[src/rtl/lfsr_gen.sv]
// Fibonacci XNOR LFSR word generator with valid/ready output, leap-forward stepping,
// seed loading with lock-up protection and a full-period completion pulse.
module lfsr_gen #(
    parameter int unsigned NUM_BITS = 16,
    parameter int unsigned OUT_BITS = 8
) (
    input  logic                i_Clk,
    input  logic                i_Rst_n,
    input  logic                i_Enable,
    input  logic                i_Seed_DV,
    input  logic [NUM_BITS-1:0] i_Seed_Data,
    input  logic                i_Ready,
    output logic                o_Valid,
    output logic [NUM_BITS-1:0] o_LFSR_Data,
    output logic [OUT_BITS-1:0] o_Word,
    output logic                o_LFSR_Done,
    output logic                o_Seed_Err
);

    localparam int unsigned CNT_W = NUM_BITS + 1;
    localparam logic [0:0] ST_IDLE = 1'b0;
    localparam logic [0:0] ST_RUN  = 1'b1;

    // Maximal-length tap masks: a tap listed as n (1-based) sets bit n-1.
    function automatic logic [31:0] tap_mask(input int unsigned n);
        case (n)
            3:       tap_mask = 32'h0000_0006;
            4:       tap_mask = 32'h0000_000C;
            5:       tap_mask = 32'h0000_0014;
            6:       tap_mask = 32'h0000_0030;
            7:       tap_mask = 32'h0000_0060;
            8:       tap_mask = 32'h0000_00B8;
            9:       tap_mask = 32'h0000_0110;
            10:      tap_mask = 32'h0000_0240;
            11:      tap_mask = 32'h0000_0500;
            12:      tap_mask = 32'h0000_0829;
            13:      tap_mask = 32'h0000_100D;
            14:      tap_mask = 32'h0000_2015;
            15:      tap_mask = 32'h0000_6000;
            16:      tap_mask = 32'h0000_D008;
            17:      tap_mask = 32'h0001_2000;
            18:      tap_mask = 32'h0002_0400;
            19:      tap_mask = 32'h0004_0023;
            20:      tap_mask = 32'h0009_0000;
            21:      tap_mask = 32'h0014_0000;
            22:      tap_mask = 32'h0030_0000;
            23:      tap_mask = 32'h0042_0000;
            24:      tap_mask = 32'h00E1_0000;
            25:      tap_mask = 32'h0120_0000;
            26:      tap_mask = 32'h0200_0023;
            27:      tap_mask = 32'h0400_0013;
            28:      tap_mask = 32'h0900_0000;
            29:      tap_mask = 32'h1400_0000;
            30:      tap_mask = 32'h2000_0029;
            31:      tap_mask = 32'h4800_0000;
            32:      tap_mask = 32'h8020_0003;
            default: tap_mask = 32'h0000_0000;
        endcase
    endfunction

    localparam logic [NUM_BITS-1:0] TAPS     = NUM_BITS'(tap_mask(NUM_BITS));
    localparam logic [NUM_BITS-1:0] ALL_ONES = '1;
    localparam logic [CNT_W-1:0]    PERIOD   = {1'b0, ALL_ONES};

    function automatic logic [NUM_BITS-1:0] lfsr_step(input logic [NUM_BITS-1:0] s);
        lfsr_step = {s[NUM_BITS-2:0], ~^(s & TAPS)};
    endfunction

    logic [0:0]          fsm_q, fsm_d;
    logic [NUM_BITS-1:0] lfsr_q, lfsr_d, leap;
    logic [NUM_BITS-1:0] cnt_q, cnt_d;
    logic [CNT_W-1:0]    cnt_sum;
    logic                done_q, done_d;
    logic                err_q, err_d;
    logic                xfer;

    // State registers
    always_ff @(posedge i_Clk or negedge i_Rst_n) begin
        if (!i_Rst_n) begin
            fsm_q  <= ST_IDLE;
            lfsr_q <= '0;
            cnt_q  <= '0;
            done_q <= 1'b0;
            err_q  <= 1'b0;
        end else begin
            fsm_q  <= fsm_d;
            lfsr_q <= lfsr_d;
            cnt_q  <= cnt_d;
            done_q <= done_d;
            err_q  <= err_d;
        end
    end

    // Next-state: seed load wins over a simultaneous transfer
    always_comb begin
        fsm_d  = fsm_q;
        lfsr_d = lfsr_q;
        cnt_d  = cnt_q;
        done_d = 1'b0;
        err_d  = 1'b0;

        leap = lfsr_q;
        for (int i = 0; i < int'(OUT_BITS); i++) begin
            leap = lfsr_step(leap);
        end
        cnt_sum = {1'b0, cnt_q} + CNT_W'(OUT_BITS);
        xfer    = (fsm_q == ST_RUN) && i_Enable && i_Ready;

        if ((fsm_q == ST_IDLE) && (i_Seed_DV || i_Enable)) begin
            fsm_d = ST_RUN;
        end

        if (i_Seed_DV) begin
            cnt_d = '0;
            if (i_Seed_Data == ALL_ONES) begin
                lfsr_d = '0;
                err_d  = 1'b1;
            end else begin
                lfsr_d = i_Seed_Data;
            end
        end else if (xfer) begin
            lfsr_d = leap;
            if (cnt_sum >= PERIOD) begin
                cnt_d  = NUM_BITS'(cnt_sum - PERIOD);
                done_d = 1'b1;
            end else begin
                cnt_d = NUM_BITS'(cnt_sum);
            end
        end
    end

    assign o_Valid     = (fsm_q == ST_RUN) && i_Enable;
    assign o_LFSR_Data = lfsr_q;
    assign o_Word      = lfsr_q[OUT_BITS-1:0];
    assign o_LFSR_Done = done_q;
    assign o_Seed_Err  = err_q;

endmodule

[config.mk]
export PLATFORM = sky130hd
export DESIGN_NAME = lfsr_gen
export DESIGN_NICKNAME = d
export VERILOG_FILES = /design/src/rtl/lfsr_gen.sv
export SDC_FILE = /design/constraint.sdc
export NUM_CORES = 1
export LEC_CHECK = 0
export BUFFER_PORTS_ARGS = -buffer_cell sky130_fd_sc_hd__clkbuf_2
export CAP_MARGIN = 15
export CORE_MARGIN = 2
export CORE_UTILIZATION = 25
export DETAILED_ROUTE_END_ITERATION = 10
export PLACE_DENSITY = 0.5
export SYNTH_ARGS = -nofsm -noshare
export SYNTH_HDL_FRONTEND = slang
export SYNTH_SLANG_ARGS = --single-unit
[constraint.sdc]
create_clock -name i_Clk -period 2.75 [get_ports i_Clk]
set_clock_uncertainty 0.1 [all_clocks]
set_input_delay 0.1375 -clock i_Clk [delete_from_list [all_inputs] [get_ports i_Clk]]
set_output_delay 0.1375 -clock i_Clk [all_outputs]
set_load 0.01 [all_outputs]
==> metrics.md <==
| Metric | Value |
|---|---|
| Synthesis-to-finish area growth | 22.8% |
| Cells after DPL | 430 |
| CTS Sinks | 35 |
| Endpoint class of the critical path | flop |
| Final core utilization | 31.9% |
| Crit-path cells | ha_1, nand3_4, a2111o_1, a32oi_4, nand3_1, nand4_1, o311ai_0 |
| GR Util All Layers | 13.1% |
| Top delay family on crit path | compound AO/OA/AOI/OAI gates |
| Number of remaining DRC errors | 0 |
| Post-synthesis sequential area ratio | 36.2% |
| Cts repair resizes | 0 |
| CTS Buffer Depth | 2 |
| Max Clk Rate | 414 MHz |
| Gpl congestion | 0.806 |
| Placed inst area | 0.00273 mm^2 |
| Num CTS Buffers | 5 |
| VDD IR max | 0.193 mV |
| Rel. slew slack | 38.1% |
| Largest net degree at the start of global routing | 45 |
| Routed len/inst | 14.5 um |
| Congestion Overflow GR | 0 |
| RSZ-0062 raised after global routing | no |
| Root buffer cell | clkbuf_8 |
| Mapped Nets | 296 |
| Post-synth ARST share | 100% |
| Synth unique cells | 48 |
| Synth Flop Type | dfrtp_1 |
| Max Slew Vio Count | 0 |
| Core area | 0.00933 mm^2 |
| CP max FO | 8 |
| Worst-skew pair later-pin latency | 0.30 ns |
| Final hold violation count | 0 |
| Final setup TNS | 0 ns |
| Max_cap viols | 0 |
| Post-CTS setup buffers | 0 |
| Via count of the routed design | 2175 |
| #FFs+latches synth | 35 |
| Min-delay worst type | primary input to flop |
| Vias in the first global route | 2099 |
| Post-synth EDFFs | 0 |
| Syn_area_per_cell | 8.90 um^2 |
| Static leakage | 0.00123 uW |
| # port buffers | 47 |
| CP max stage delay | 0.45 ns |
| Slowest stage cell, crit path | a2111o_1 |
| Most common cell in the netlist | dfrtp_1 |
| H-tree levels | 2 |
| Crit Path Category | flop to flop |
| Total Wirelength | 6.55 mm |
| Req. time, crit path | 2.80 ns |
| Row Count | 35 |
| Minimum clock period | 2.42 ns |
| Post-Synthesis Cells | 272 |
| WP buf/inv | 0 |
| Post-route ant nets | 0 |
| Startpoint types | flop |
| CTS tree | yes |
| Post-synth top area cell | dfrtp_1 |
| Initial core utilization | 25.9% |
| Via density | 4.81 |
| CTS clk-pin slew, worst paths | 0.08 ns |
| Power Total | 1430 uW |
| Outcome | completed |
| Crit path DAT | 2.47 ns |
| Nets | 346 |
| Period utilisation layout | 87.9% |
| First-pass GRT wire length | 10.7 mm |
| Number of synthesis warnings | 0 |
| Chip Width | 102 um |
| Initial antenna violation count | 0 |
| Hold_buf cts | 14 |
| Final HPWL DP | 4.72 mm |
| Layout Cells excl Fill | 452 |
| Post-Syn Area | 0.00242 mm^2 |
| Share of the synthesized area in the top cell type | 36.2% |
| Power per cell area | 480 mW/mm^2 |
| Synth top area cells | dfrtp_1 (36%), xnor2_1 (8.7%), nand2_1 (4.5%) |
| Die H | 102 um |
| Ratio of cells with drive above 1 in the final layout | 22.3% |
| Synth top cells by count | dfrtp_1 (35), nand2_1 (29), xnor2_1 (24) |
| # IOs | 48 |
| DR pass1 iterations | 4 |
| Die area | 0.0105 mm^2 |
| Drt initial violations | 62 |
| Ant diodes | 0 |
| Fin area | 0.00297 mm^2 |
| Worst slew pin tran | 0.929 ns |
| # setup viols final | 0 |
## routing by layer
| layer | vias to the layer above | part of all wire [%] | track usage, % |
|---|---|---|---|
| met5 | - | 0 | 0 |
| met4 | 0 | 0.55 | 2.46 |
| met3 | 5 | 4.5 | 2.60 |
| met2 | 57 | 47 | 22.0 |
| met1 | 1036 | 48 | 17.7 |
| li1 | 1077 | - | - |
## worst min-delay path: stages
cell,delay (ns)
clkbuf_2,0.10
nand2_1,0.07
o22ai_1,0.07
## cell families after synthesis
kind of cell	Yosys count	synth area share, %
buf+inv	28	6.36
simple gates	109	23.7
compound gates	54	16.0
mux	10	4.19
flops	35	36.2
xor+xnor	33	11.9
fa+ha+maj	3	1.55
## cell type report
cell class / instances / area [um^2]
clock inverters: 2 / 16.3
flip-flops and latches: 35 / 876
fillers: 982 / 6360
inverters: 3 / 11.3
well taps: 129 / 161
multi-input cells: 209 / 1400
repair buffers: 68 / 428
clock buffers: 6 / 82.6
## power breakdown
| part | leakage [uW] | switching, uW | total [uW] | internal (uW) |
|---|---|---|---|---|
| Combinational | 0.000730 | 196 | 394 | 199 |
| Clock | 0.0000474 | 214 | 419 | 205 |
| Sequential | 0.000454 | 64.3 | 613 | 549 |
| Total | 0.00123 | 474 | 1430 | 952 |
## metrics by stage
step,hold WS [ns],setup WS (ns)
2_1_floorplan,-0.258,0.298
3_3_place_gp,0.226,0.366
3_5_place_dp,0.230,0.341
4_1_cts,0.00508,0.325
5_1_grt,0.0161,0.173
6_report,0.0132,0.333
## state kept, by name (all words and copies together) (netlist names)
signal,count
o_LFSR_Done,1
fsm_q,1
o_Seed_Err,1
cnt_q,16
o_LFSR_Data,16
## worst paths after layout
check                                from              to  slack [ns]  cells past startpoint
min in group asynchronous         i_Rst_n     o_LFSR_Done        0.41                      2
hold / removal             i_Seed_Data[5]  o_LFSR_Data[5]        0.01                      3
max in group asynchronous         i_Rst_n       cnt_q[13]        1.57                      2
hold reg to reg                     fsm_q           fsm_q        0.41                      1
setup / recovery                 cnt_q[3]        cnt_q[8]        0.33                      7
setup reg to reg                 cnt_q[3]        cnt_q[8]        0.33                      7
## layout by cell type, fill, tap and decap left out, drive strengths merged, types with 2 or more instances in the layout
cell type    instances
clkbuf              53
dfrtp               35
nand2               29
xnor2               24
nor2                23
nand4               17
o22ai               16
dlygate4sd3         14
a21oi               11
nand3               11
mux2i                9
xor2                 9
buf                  7
nor3                 6
o21ai                5
or3                  5
a22oi                4
and3                 4
inv                  3
and2                 3
o211ai               3
ha                   3
nand2b               2
o311ai               2
a21o                 2
o21a                 2
a211oi               2
nor4                 2
and4                 2
a31oi                2
(Power assumes the default switching activity.)
